===== src/rtl/vrf_read_sequencer.sv =====
// -----------------------------------------------------------------------------
// vrf_read_sequencer
//
// Issues the ordered stream of VRF read requests for one vector-instruction
// operand, walking every (group, offset) pair, and limits the number of reads
// in flight with a credit counter sized to the read-pipe data FIFO. A one-cycle
// done pulse is raised once every issued read's data has been consumed.
//
// Ports:
//   clock, reset                 clock and synchronous active-high reset
//   cmd_valid / cmd_ready        operand read command handshake (ready = idle)
//   cmd_bits_*                   base register, tags and last group/offset
//   kill                         abort the current command
//   enqueue_valid / _ready       request handshake towards the read pipe
//   enqueue_bits_*               registered request fields
//   data_fire                    one read-pipe dequeue, returns one credit
//   done / done_killed           completion pulse and its abort qualifier
// -----------------------------------------------------------------------------
module vrf_read_sequencer #(
  parameter int CREDITS = 4
) (
  input  logic       clock,
  input  logic       reset,
  input  logic       cmd_valid,
  output logic       cmd_ready,
  input  logic [4:0] cmd_bits_vs,
  input  logic [3:0] cmd_bits_readSource,
  input  logic [2:0] cmd_bits_instructionIndex,
  input  logic [3:0] cmd_bits_lastGroup,
  input  logic [3:0] cmd_bits_lastOffset,
  input  logic       kill,
  input  logic       enqueue_ready,
  output logic       enqueue_valid,
  output logic [4:0] enqueue_bits_vs,
  output logic [3:0] enqueue_bits_offset,
  output logic [3:0] enqueue_bits_groupIndex,
  output logic [3:0] enqueue_bits_readSource,
  output logic [2:0] enqueue_bits_instructionIndex,
  input  logic       data_fire,
  output logic       done,
  output logic       done_killed
);

  typedef enum logic [1:0] {
    S_IDLE  = 2'd0,
    S_ISSUE = 2'd1,
    S_DRAIN = 2'd2,
    S_DONE  = 2'd3
  } state_e;

  localparam logic [2:0] CREDIT_FULL = 3'(CREDITS);

  state_e     state_q, state_d;
  logic [2:0] credit_q, credit_d;
  logic [3:0] group_q, group_d;
  logic [3:0] offset_q, offset_d;
  logic [4:0] vs_q, vs_d;
  logic [3:0] rs_q, rs_d;
  logic [2:0] ii_q, ii_d;
  logic [3:0] last_group_q, last_group_d;
  logic [3:0] last_offset_q, last_offset_d;
  logic       killed_q, killed_d;

  logic       enq_valid_s;
  logic       fire_s;
  logic       last_req_s;

  // A request is offered only with a credit in hand; kill suppresses it at once.
  assign enq_valid_s = (state_q == S_ISSUE) && (credit_q != 3'd0) && !kill;
  assign fire_s      = enq_valid_s && enqueue_ready;
  assign last_req_s  = (group_q == last_group_q) && (offset_q == last_offset_q);

  // Credit update: fire consumes, data_fire returns, both together cancel.
  always_comb begin
    credit_d = credit_q;
    case ({fire_s, data_fire})
      2'b10: credit_d = credit_q - 3'd1;
      2'b01: begin
        // A return while already full is a protocol error; hold at full.
        if (credit_q == CREDIT_FULL) begin
          credit_d = CREDIT_FULL;
        end else begin
          credit_d = credit_q + 3'd1;
        end
      end
      default: credit_d = credit_q;
    endcase
  end

  // Next-state, iteration counters and handshake outputs.
  always_comb begin
    state_d       = state_q;
    group_d       = group_q;
    offset_d      = offset_q;
    vs_d          = vs_q;
    rs_d          = rs_q;
    ii_d          = ii_q;
    last_group_d  = last_group_q;
    last_offset_d = last_offset_q;
    killed_d      = killed_q;
    cmd_ready     = 1'b0;
    done          = 1'b0;
    done_killed   = 1'b0;

    case (state_q)
      S_IDLE: begin
        cmd_ready = 1'b1;
        killed_d  = 1'b0;
        if (cmd_valid) begin
          vs_d          = cmd_bits_vs;
          rs_d          = cmd_bits_readSource;
          ii_d          = cmd_bits_instructionIndex;
          last_group_d  = cmd_bits_lastGroup;
          last_offset_d = cmd_bits_lastOffset;
          group_d       = 4'd0;
          offset_d      = 4'd0;
          state_d       = S_ISSUE;
        end else begin
          state_d = S_IDLE;
        end
      end

      S_ISSUE: begin
        if (kill) begin
          killed_d = 1'b1;
          state_d  = S_DRAIN;
        end else if (fire_s) begin
          if (last_req_s) begin
            state_d = S_DRAIN;
          end else if (offset_q == last_offset_q) begin
            offset_d = 4'd0;
            group_d  = group_q + 4'd1;
          end else begin
            offset_d = offset_q + 4'd1;
          end
        end else begin
          state_d = S_ISSUE;
        end
      end

      S_DRAIN: begin
        if (kill) begin
          killed_d = 1'b1;
        end else begin
          killed_d = killed_q;
        end
        // Look at the next credit value so the final return finishes at once.
        if (credit_d == CREDIT_FULL) begin
          state_d = S_DONE;
        end else begin
          state_d = S_DRAIN;
        end
      end

      S_DONE: begin
        done        = 1'b1;
        done_killed = killed_q;
        killed_d    = 1'b0;
        state_d     = S_IDLE;
      end

      default: begin
        state_d = S_IDLE;
      end
    endcase
  end

  // State and datapath registers with synchronous reset.
  always_ff @(posedge clock) begin
    if (reset) begin
      state_q       <= S_IDLE;
      credit_q      <= CREDIT_FULL;
      group_q       <= 4'd0;
      offset_q      <= 4'd0;
      vs_q          <= 5'd0;
      rs_q          <= 4'd0;
      ii_q          <= 3'd0;
      last_group_q  <= 4'd0;
      last_offset_q <= 4'd0;
      killed_q      <= 1'b0;
    end else begin
      state_q       <= state_d;
      credit_q      <= credit_d;
      group_q       <= group_d;
      offset_q      <= offset_d;
      vs_q          <= vs_d;
      rs_q          <= rs_d;
      ii_q          <= ii_d;
      last_group_q  <= last_group_d;
      last_offset_q <= last_offset_d;
      killed_q      <= killed_d;
    end
  end

  assign enqueue_valid                 = enq_valid_s;
  assign enqueue_bits_vs               = vs_q;
  assign enqueue_bits_offset           = offset_q;
  assign enqueue_bits_groupIndex       = group_q;
  assign enqueue_bits_readSource       = rs_q;
  assign enqueue_bits_instructionIndex = ii_q;

endmodule

===== config.mk =====
export PLATFORM = sky130hd
export DESIGN_NAME = vrf_read_sequencer
export DESIGN_NICKNAME = d
export VERILOG_FILES = /design/src/rtl/vrf_read_sequencer.sv
export SDC_FILE = /design/constraint.sdc
export NUM_CORES = 1
export LEC_CHECK = 0
export BUFFER_PORTS_ARGS = -buffer_cell sky130_fd_sc_hd__buf_4
export CORE_MARGIN = 2
export CORE_UTILIZATION = 40
export CTS_BUF_LIST = sky130_fd_sc_hd__clkbuf_4
export DETAILED_ROUTE_END_ITERATION = 6
export PLACE_DENSITY = 0.76
export SLEW_MARGIN = 25
export SYNTH_ARGS = -nofsm -noshare
export SYNTH_HDL_FRONTEND = slang
export SYNTH_SLANG_ARGS = --single-unit

===== constraint.sdc =====
create_clock -name clock -period 2.4 [get_ports clock]
set_input_delay 0.24 -clock clock [delete_from_list [all_inputs] [get_ports clock]]
set_output_delay 0.24 -clock clock [all_outputs]
set_load 0.05 [all_outputs]

== Word level (Yosys, flattened, before mapping) ==
Cells that the tools add are included.

* Register bits: 34
* Input port bits: 26
* Output and inout bits: 24
* Word-level logic and storage cells: 67

* $add $sub $neg: 4
* Equal/unequal tests: 16
* Mux-type cells: 24
* Reduce and logical (&&, ||, !) cells: 13

{| class="wikitable"
|+ Operators by type and width
! operator !! count
|-
| $mux 4 || 9
|-
| $pmux 4 s2 || 2
|-
| $add 4x1->4 const B || 2
|-
| $eq 4x4->1 || 2
|-
| $ne 2x2->1 const B || 4
|-
| $pmux 2 s4 || 1
|-
| $eq 2x2->1 const B || 3
|-
| $eq 3x3->1 const B || 2
|-
| $mux 1 || 6
|-
| $mux 2 || 3
|-
| $pmux 3 s2 || 1
|-
| $reduce_and 6->1 || 1
|-
| $reduce_and 5->1 || 1
|-
| $eq 2x1->1 const B || 2
|-
| $logic_and 1x1->1 || 4
|-
| $ne 2x1->1 const B || 2
|-
| $ne 4x4->1 const B || 1
|-
| $reduce_or 2->1 || 2
|-
| $add 3x1->3 const B || 1
|-
| $mux 3 || 1
|-
| $reduce_bool 3->1 || 1
|-
| $sub 3x1->3 const B || 1
|-
| $logic_not 2->1 || 1
|-
| $pmux 1 s2 || 1
|-
| 3 further kinds || 3
|}

== Longest topological paths before layout ==
Gate-level depths: netlist (run 1).

* Word-level depth: 9
* Depth in mapped cells: 11
* Gate-level depth less buffers: 11

== Worst setup path after synthesis (run 1) ==
Ideal clock, no wire load.

* Path type: reg-to-reg
* Start: reg (tool-made name)
* End: reg state_q[0]
* Setup time: 117 ps
* Arrival: 2058 ps
* Required time: 2283 ps
* Slack: 225 ps
* Cell stages (with the launch flop): 11
* Path buffers: 0
* Clock period less this slack: 2175 ps
* Path through: dfxtp_1 inv_1 ha_1 and2b_2 nand3_2 inv_1 ha_1 a221o_1 a21oi_1 o31ai_1 a32o_1

{| class="wikitable"
|+ RTL lines
! element !! RTL line !! source
|-
| to (signal assigned) || 182 || <nowiki>state_q <= state_d;</nowiki>
|-
| to (decl) || 53 || <nowiki>state_e state_q, state_d;</nowiki>
|}

==> qor.yml, run 1 <==
cts:
  clk_pin_slew_ns: 0.10
  post_cts_resized: 0
  cts_hold_buf: 0
  post_cts_buffers: 0
  cts_root_buf: "clkbuf_4"
  cts_num_sinks: 34
  clock_latency_ns: 0.34
  cts_tree: "done"
  cts_buffer_depth: 2
  cts_htree_levels: 2
  numCtsBuffers: 5
drt:
  initialDrtViolationCount: 60
  routedWlPerCell_um: 12.9
  vias_per_cell: 5.16
  antenna_left: 0
  vias: 1570
  drc_errors: 0
  wl_um: 3920
  first_pass_iters: 4
setup_path:
  cpMaxStageDelayCell: "dfxtp_2"
  path_buf_inv: 2
  critPathArrivalTime_ns: 2.43
  worstPathCellList: "inv_1 > ha_1 > and2b_2 > nand3_2 > inv_1 > ha_1 > a221o_1 > a21oi_1 > o31ai_1 > a32o_1"
  path_class: "register to register"
  setup.worst_path.end_class: "register"
  critPathMaxFanout: 5
  r2r_setup_slack_ns: 0.21
  critPathMaxStageDelay_ns: 0.36
  crit_family: "compound AO/OA/AOI/OAI gates"
  cp.required_ns: 2.63
  start_kind: "register"
power:
  p_per_area_nw_per_um2: 577
  total_power_mw: 1.27
  ir_drop_uv: 333
  p_leak_nw: 0.988
yosys:
  synth_cells: 203
  ys_warn_count: 0
  syn_area_um2: 1730
  synthArstFlopShare: 0
  avgSynthCellArea_um2: 8.52
  synth.most_common_cell: "nand2_1"
  synth_flop_cell: "dfxtp_1"
  yosys.area_share.simple: 0.218
  synth_top_family_by_area: "simple AND/OR/NAND/NOR gates"
  synth_area_leader_cell: "dfxtp_1"
  ys_ff_latch: 34
  synth-edff-count: 0
  synth_cell_types: 41
  synth_top_cells_by_area: "dfxtp_1 39%, nand2_1 11%, ha_1 8.0%"
  synth_xor_area_frac: 0.0405
  ys_seq_area_frac: 0.393
  syn-num-nets: 240
  yosysTopAreaCellShare: 0.393
  synth_fa_ha_area_frac: 0.0795
  synth_compound_area_frac: 0.206
  synth_mux_area_frac: 0.0296
  synth_common_cells: "50 x nand2_1, 34 x dfxtp_1, 27 x a21oi_1"
grt:
  track_usage: 0.174
  overflow: 0
  grt_max_degree: 34
  grt_antenna_before_repair: 0
  grt_pass1_vias: 1487
  grt_pass1_wl_um: 6850
floorplan:
  io_pins: 50
  start_util: 0.423
  rows: 23
  dieArea_um2: 4870
  core_um2: 4090
  die_h_um: 69.8
  fp.dieW_um: 69.8
place:
  dp.cells: 298
  routabilityCongestion: 0.880
  hpwl_um: 2880
  port_buffers: 49
timing:
  fin_skew_ns: 0.0115
  finalHoldViolCount: 0
  finalMaxSlewViolations: 0
  setup-tns-final_ns: 0
  slew_headroom: 0.646
  hold_ws_ns: 0.133
  setup_viol: 0
  rsz0062_at_grt: "no"
  post-route-min-period_ns: 2.19
  fin_crit_sh: 0.914
  max_freq_ghz: 0.456
  tightest_slew_ns: 0.529
layout:
  drive_above_1_share: 0.264
  fin_cells: 304
  antenna_cells: 0
  final_nets: 292
  area_growth_pct: 27.1
  utilization: 0.538
hold_path:
  hold_class: "primary input to register"
status:
  outcome: "finished clean"
flow_run:
  drv_cap: 0
-- routing by layer --
metal  part of all wire  vias to the layer above  global-route usage
li1                   -                      808                   -
met5                  0                        -                   0
met2               0.48                       35               0.277
met1               0.45                      722               0.218
met3              0.056                        5              0.0538
met4              0.018                        0              0.0684
-- report_power, final --
part	internal, mW	switching, mW	total (mW)	leakage, nW
logic	0.139	0.228	0.367	0.685
clock network	0.0998	0.178	0.277	0.0246
registers	0.599	0.0256	0.625	0.278
-- logic make-up (layout without fill, tap and decap cells) --
| family | after synthesis | count (layout) |
|---|---|---|
| and+or+nand+nor | 78 | 78 |
| muxes | 5 | 5 |
| buffers and inverters | 15 | 66 |
| adders and majority gates | 11 | 11 |
| AOI/OAI and AO/OA | 52 | 52 |
| xor gates and xnor gates | 8 | 8 |
| DFF | 34 | 34 |
-- path summary, 6_finish.rpt --
| kind | start | end | cells after the start |
|---|---|---|---|
| worst max-delay path | register | state_q[0] | 10 |
| worst min-delay path | cmd_bits_instructionIndex[0] | enqueue_bits_instructionIndex[0] | 3 |
| worst max register to register | register | state_q[0] | 10 |
| worst min register to register | enqueue_bits_instructionIndex[0] | enqueue_bits_instructionIndex[0] | 2 |
-- worst register-to-register path, delay by kind of cell (launching register included) --
kind	cells	cell delay (ns)
fa+ha+maj	2	0.52
compound gates	4	0.76
simple gates	2	0.34
buf+inv	2	0.13
flops	1	0.36
-- cell type report --
cell class              instances  area, um^2
fillers                       402        1890
clock inverters                 1        3.75
clock buffers                   5        37.5
repair buffers                 52         390
flip-flops and latches         34         682
well taps                      50        62.6
inverters                       8        30.0
multi-input cells             154         993
-- placed cells by master, fill, tap and decap left out, types with 2 or more instances in the layout --
cell and count:
o21ai_1 2, nor3_1 2, a21oi_1 27, mux2i_1 4, nand2_1 50, and3_1 2, o211ai_1 2, nand3_1 2
a32o_1 3, nand2b_1 3, o21ai_0 3, and2_1 3, ha_1 11, xor2_1 4, o22ai_1 2, o21a_1 2
inv_1 8, or3_1 3, nor3b_1 2, clkbuf_4 5, a211oi_1 2, dfxtp_1 33, xnor2_1 4, nor2_1 4
buf_4 52
-- through the flow --
| stage | instance area [um^2] | worst slack (ns) |
|---|---|---|
| floorplan | 1730 | 0.225 |
| global placement | 2160 | 0.215 |
| detailed placement | 2160 | 0.163 |
| CTS | 2200 | 0.146 |
| global route | 2200 | 0.0193 |
| finish | 2200 | 0.206 |
-- registers in the layout (all words and copies together), names as in the netlist, named ones only --
| name | flops |
|---|---|
| enqueue_bits_vs | 5 |
| last_offset_q | 4 |
| killed_q | 1 |
| enqueue_bits_groupIndex | 4 |
| last_group_q | 4 |
| credit_q | 3 |
| state_q | 1 |
| enqueue_bits_readSource | 4 |
| enqueue_bits_instructionIndex | 3 |
| enqueue_bits_offset | 4 |
No activity file was read; power rests on OpenSTA's default activity.
==> inputs of run 2 (changes only) <==
--- a/config.mk
+++ b/config.mk
@@ -10,7 +10,7 @@
 export CORE_UTILIZATION = 40
 export CTS_BUF_LIST = sky130_fd_sc_hd__clkbuf_4
 export DETAILED_ROUTE_END_ITERATION = 6
-export PLACE_DENSITY = 0.76
+export PLACE_DENSITY = 0.69
 export SLEW_MARGIN = 25
 export SYNTH_ARGS = -nofsm -noshare
 export SYNTH_HDL_FRONTEND = slang
==> qor.yml, run 2 (synthesis results as in run 1) <==
power:
  p_leak_nw: 1.01  # +1.8%
  ir_drop_uv: 390  # +17%
  p_per_area_nw_per_um2: 627  # +8.7%
  total_power_mw: 1.41  # +11%
cts:
  clock_latency_ns: 0.34  # about the same
  cts_num_sinks: 34  # unchanged
  cts_htree_levels: 2  # unchanged
  cts_buffer_depth: 2  # unchanged
  clk_pin_slew_ns: 0.11  # about the same
  cts_root_buf: "clkbuf_4"
  numCtsBuffers: 5  # unchanged
  cts_tree: "done"
  cts_hold_buf: 0  # unchanged
place:
  hpwl_um: 2750  # -4.5%
  post-place-ws_ns: 0.143  # -0.0200 ns
  port_buffers: 49  # unchanged
  routabilityCongestion: 0.739  # -16%
timing:
  finalMaxSlewViolations: 0  # unchanged
  setup_viol: 0  # unchanged
  setup-tns-final_ns: 0  # unchanged
  tightest_slew_ns: 0.523  # -0.00621 ns
  fin_skew_ns: 0.0134  # +0.00190 ns
  fin_crit_sh: 0.931  # +0.0173
  slew_headroom: 0.650  # +0.00416
  max_freq_ghz: 0.447  # -1.9%
  rsz0062_at_grt: "no"
  layout_setup_ws_ns: 0.165  # -0.0416 ns
  finalHoldViolCount: 0  # unchanged
  post-route-min-period_ns: 2.24  # +0.0416 ns
  hold_ws_ns: 0.130  # -0.00266 ns
layout:
  final_cell_mix: "52 x buf_4, 50 x nand2_1, 33 x dfxtp_1"
  final_common_cell: "buf_4"
  final_nets: 292  # unchanged
  final.fill_count: 393  # -2.2%
  multi_input_comb_area_um2: 1000  # +0.76%
  drive_above_1_share: 0.281  # +0.0175
  antenna_cells: 0  # unchanged
  seqCellArea_um2: 682  # unchanged
  area_growth_pct: 29.6
  largest_reg_flops: 5  # unchanged
  utilization: 0.549  # +0.0107
grt:
  grt_max_degree: 34  # unchanged
  grt_pass1_vias: 1471  # -1.1%
  overflow: 0  # unchanged
  grt_pass1_wl_um: 6490  # -5.3%
  track_usage: 0.162  # -0.0116
  grt_antenna_before_repair: 0  # unchanged
setup_path:
  path_class: "register to register"
  critPathMaxStageDelay_ns: 0.37  # about the same
  cp.required_ns: 2.65  # +0.02 ns
  regToRegEndpoint: "state_q[0]"
  worstPathCellList: "inv_1 > ha_1 > and2b_2 > nand3_2 > inv_1 > ha_1 > a221o_1 > a21oi_2 > o31ai_1 > a32o_1"
  r2r_setup_slack_ns: 0.16  # -0.04 ns
  critPathArrivalTime_ns: 2.48  # +0.05 ns
  cpMaxStageDelayCell: "dfxtp_2"
  start_kind: "register"
  critPathMaxFanout: 5  # unchanged
  reg2regPathDepth: 10  # unchanged
  setup.worst_path.end_class: "register"
drt:
  routedWlPerCell_um: 12.3  # -4.9%
  vias_per_cell: 5.18  # +0.30%
  vias: 1585  # +0.96%
  antenna_left: 0  # unchanged
  first_pass_iters: 4  # unchanged
  initialDrtViolationCount: 50  # -17%
  drc_errors: 0  # unchanged
  wl_um: 3750  # -4.3%
floorplan:
  rows: 23  # unchanged
  die_h_um: 69.8  # unchanged
  core_um2: 4090  # unchanged
  dieArea_um2: 4870  # unchanged
  fp.dieW_um: 69.8  # unchanged
  start_util: 0.423  # unchanged
  io_pins: 50  # unchanged
hold_path:
  hold_depth: 3  # unchanged
  min_to: "last_group_q[1]"
  hold_class: "primary input to register"
  hold_start: "cmd_bits_lastGroup[1]"
status:
  outcome: "finished clean"
flow_run:
  drv_cap: 0  # unchanged
[run 2: per-stage QoR]
step | instances | instance area [um^2]
2_1_floorplan | 203 | 1730
6_report | 306 | 2240
3_3_place_gp | 298 | 2160
3_5_place_dp | 298 | 2160
5_1_grt | 306 | 2240
4_1_cts | 306 | 2230
[run 2: worst max path at each step]
stage	startpoint	end	slack, ns
after floorplan	register	state_q[0]	0.23
after detailed placement	register	state_q[0]	0.14
after global routing	register	state_q[0]	0.02
final	register	state_q[0]	0.16
after global placement	register	state_q[0]	0.21
after CTS	register	state_q[0]	0.12
[run 2: timing repair]
item / CTS / global route
setup buffers: 0 / 0
gates resized for setup: 0 / 3
setup endpoints to repair: 0 / 1
[run 2: area by class of cell]
class,instances,share of cell area
tap,50,0.0279
clock inverter,3,0.0178
multi-input combinational,154,0.446
sequential,34,0.304
clock buffer,5,0.0167
inverter,8,0.0134
timing repair buffer,52,0.174
[run 2: critical path: cells and delay by family (launching register included)]
family	cells	cell delay, ns
AO/OA/AOI/OAI	4	0.76
adder cells (fa/ha/maj)	2	0.53
flip-flops	1	0.37
buffers and inverters	2	0.13
AND/OR/NAND/NOR	2	0.34
[run 2: power breakdown]
group / total [mW] / switching (mW) / internal [mW]
sequential: 0.626 / 0.0263 / 0.599
combinational: 0.367 / 0.227 / 0.140
clock: 0.414 / 0.198 / 0.216
[run 2: layer usage]
metal | wire length, um | track usage | up-vias
li1 | - | - | 807
met1 | 1710 | 0.208 | 722
met2 | 1750 | 0.261 | 49
met3 | 229 | 0.0334 | 7
met4 | 67 | 0.0705 | 0
met5 | 0 | 0 | -
==> inputs of run 3 (changes only) <==
--- a/config.mk
+++ b/config.mk
@@ -5,6 +5,7 @@
 export SDC_FILE = /design/constraint.sdc
 export NUM_CORES = 1
 export LEC_CHECK = 0
+export ABC_AREA = 1
 export BUFFER_PORTS_ARGS = -buffer_cell sky130_fd_sc_hd__buf_4
 export CORE_MARGIN = 2
 export CORE_UTILIZATION = 40
==> qor.yml, run 3 <==
status:
  outcome: "finished clean"
setup_path:
  critPathArrivalTime_ns: 2.35  # -0.13 ns
  r2r_setup_slack_ns: 0.32  # +0.15 ns
  crit_path_end: "state_q[0]"
  regToRegEndpoint: "state_q[0]"
  start_kind: "register"
  path_buf_inv: 3  # +1
  reg2regPathDepth: 13  # +3
  worstPathCellList: "inv_1 > ha_1 > a21oi_4 > nand2_4 > clkinv_4 > ha_1 > inv_1 > nand2_1 > o22ai_1 > nand2_1 > nor2_1 > nand3_1 > a21oi_1"
  critPathMaxFanout: 5  # unchanged
  crit_path_start: "credit_q[0]"
  cp.required_ns: 2.67  # +0.02 ns
  setup.worst_path.end_class: "register"
  crit_family: "adder cells"
  cpMaxStageDelayCell: "dfxtp_1"
  r2r_start: "credit_q[0]"
  cp.depth: 13  # +3
  path_class: "register to register"
  critPathMaxStageDelay_ns: 0.37  # about the same
timing:
  setup-tns-final_ns: 0  # unchanged
  finalMaxSlewViolations: 0  # unchanged
  fin_skew_ns: 0.00949  # -0.00389 ns
  finalHoldViolCount: 0  # unchanged
  setup_viol: 0  # unchanged
  fin_crit_sh: 0.869  # -0.0627
  post-route-min-period_ns: 2.08  # -0.150 ns
  max_freq_ghz: 0.480  # +7.2%
  slew_headroom: 0.565  # -0.0849
  rsz0062_at_grt: "no"
  tightest_slew_ns: 0.652  # +0.129 ns
layout:
  final.fill_count: 457  # +16%
  antenna_cells: 0  # unchanged
  drive_above_1_share: 0.264  # -0.0172
  final_cell_mix: "52 x buf_4, 44 x nand2_1, 40 x nor2_1"
  fin_cells: 355  # +16%
  final_nets: 339  # +16%
  utilization: 0.525  # -0.0242
  area_growth_pct: 25.2
  largest_reg_flops: 5  # unchanged
  final_common_cell: "buf_4"
drt:
  first_pass_iters: 4  # unchanged
  routedWlPerCell_um: 11.0  # -10%
  vias_per_cell: 4.77  # -7.8%
  antenna_left: 0  # unchanged
  initialDrtViolationCount: 47  # -6.0%
  vias: 1695  # +6.9%
  wl_um: 3900  # +3.9%
  drc_errors: 0  # unchanged
yosys:
  synth_flop_cell: "dfxtp_1"
  syn-num-nets: 289  # +20%
  synth-edff-count: 0  # unchanged
  synth_cells: 252  # +24%
  synthArstFlopShare: 0  # unchanged
  synth_cell_types: 31  # -24%
  yosysTopAreaCellShare: 0.370  # -0.0230
  synth_area_leader_cell: "dfxtp_1"
  syn_area_um2: 1840  # +6.2%
  ys_seq_area_frac: 0.370  # -0.0230
  synth_top_cells_by_area: "dfxtp_1 37%, nand2_1 9.0%, nor2_1 8.2%"
  synth.most_common_cell: "nand2_1"
  avgSynthCellArea_um2: 7.29  # -14%
  synth_common_cells: "44 x nand2_1, 40 x nor2_1, 34 x dfxtp_1"
  ys_ff_latch: 34  # unchanged
  ys_warn_count: 0  # unchanged
grt:
  grt_max_degree: 25  # -26%
  grt_pass1_wl_um: 7030  # +8.4%
  overflow: 0  # unchanged
  grt_pass1_vias: 1675  # +14%
  grt_antenna_before_repair: 0  # unchanged
  track_usage: 0.171  # +0.00889
power:
  ir_drop_uv: 356  # -8.7%
  p_leak_nw: 1.09  # +7.9%
  p_per_area_nw_per_um2: 600  # -4.4%
floorplan:
  io_pins: 50  # unchanged
  start_util: 0.419  # -0.00422
  core_um2: 4380  # +7.3%
  dieArea_um2: 5150  # +5.9%
  die_h_um: 71.8  # +2.9%
  rows: 24  # +4.3%
  fp.dieW_um: 71.8  # +2.9%
place:
  port_buffers: 49  # unchanged
  routabilityCongestion: 0.794  # +7.4%
  dp.cells: 347  # +16%
  hpwl_um: 3000  # +9.2%
hold_path:
  hold_depth: 3  # unchanged
  hold_class: "primary input to register"
cts:
  clock_latency_ns: 0.34  # about the same
  cts_tree: "done"
  numCtsBuffers: 5  # unchanged
  cts_buffer_depth: 2  # unchanged
  cts_htree_levels: 2  # unchanged
  cts_hold_buf: 0  # unchanged
  post_cts_buffers: 0  # unchanged
  clk_pin_slew_ns: 0.11  # about the same
  cts_num_sinks: 34  # unchanged
  post_cts_resized: 0  # unchanged
  cts_root_buf: "clkbuf_4"
flow_run:
  drv_cap: 0  # unchanged
run 3: cell count changes after synthesis, sizes merged, moves of 4 or more:
cell / delta
nor2: +38
o21ai: +23
inv: +21
nand3: +12
a21oi: -10
buf: +4
mux2i: -4
or3: -4
run 3: final cells by class:
cell class	count	area [um^2]	area share
inverter	30	118	0.0511
timing repair buffer	52	390	0.170
tap	52	65.1	0.0283
clock inverter	2	8.76	0.00381
sequential	34	681	0.296
multi-input combinational	179	993	0.432
clock buffer	6	45.0	0.0196
run 3: cells by family after synthesis:
group,after synthesis,synth area share
simple gates,112,0.274
compound gates,48,0.149
buf+inv,39,0.0892
flops,34,0.370
fa+ha+maj,11,0.0749
xor+xnor,8,0.0422
run 3: worst min-delay path by stage:
stage,end,startpoint
after floorplan,killed_q,kill
after global placement,last_group_q[1],last_group_q[1]
after detailed placement,last_offset_q[3],last_offset_q[3]
after CTS,enqueue_bits_instructionIndex[1],cmd_bits_instructionIndex[1]
after global routing,enqueue_bits_groupIndex[2],reset
final,enqueue_bits_vs[2],cmd_bits_vs[2]
run 3: tightest hold or removal path, cell delays in order:
cell,delay [ns]
buf_4,0.07
o21ai_0,0.07
nor2_1,0.07
run 3: routing by layer:
layer,track usage,vias up,part of all wire
met5,0,-,0
met1,0.195,756,0.45
li1,-,896,-
met3,0.0506,6,0.058
met4,0.0503,0,0.013
met2,0.307,37,0.48
run 3: metrics by stage:
step	setup slack, ns	instance area (um^2)	power [mW]	hold WS [ns]
4_1_cts	0.289	2300	1.40	0.136
3_3_place_gp	0.428	2250	1.08	0.458
3_5_place_dp	0.296	2250	1.09	0.464
6_report	0.315	2300	1.38	0.145
2_1_floorplan	0.158	1840	0.962	0.392
5_1_grt	0.0927	2300	1.48	0.141
run 3: power by group:
group          total [mW]  switching [mW]  internal, mW
sequential          0.644          0.0346         0.609
combinational       0.427           0.277         0.150
clock               0.309           0.188         0.121
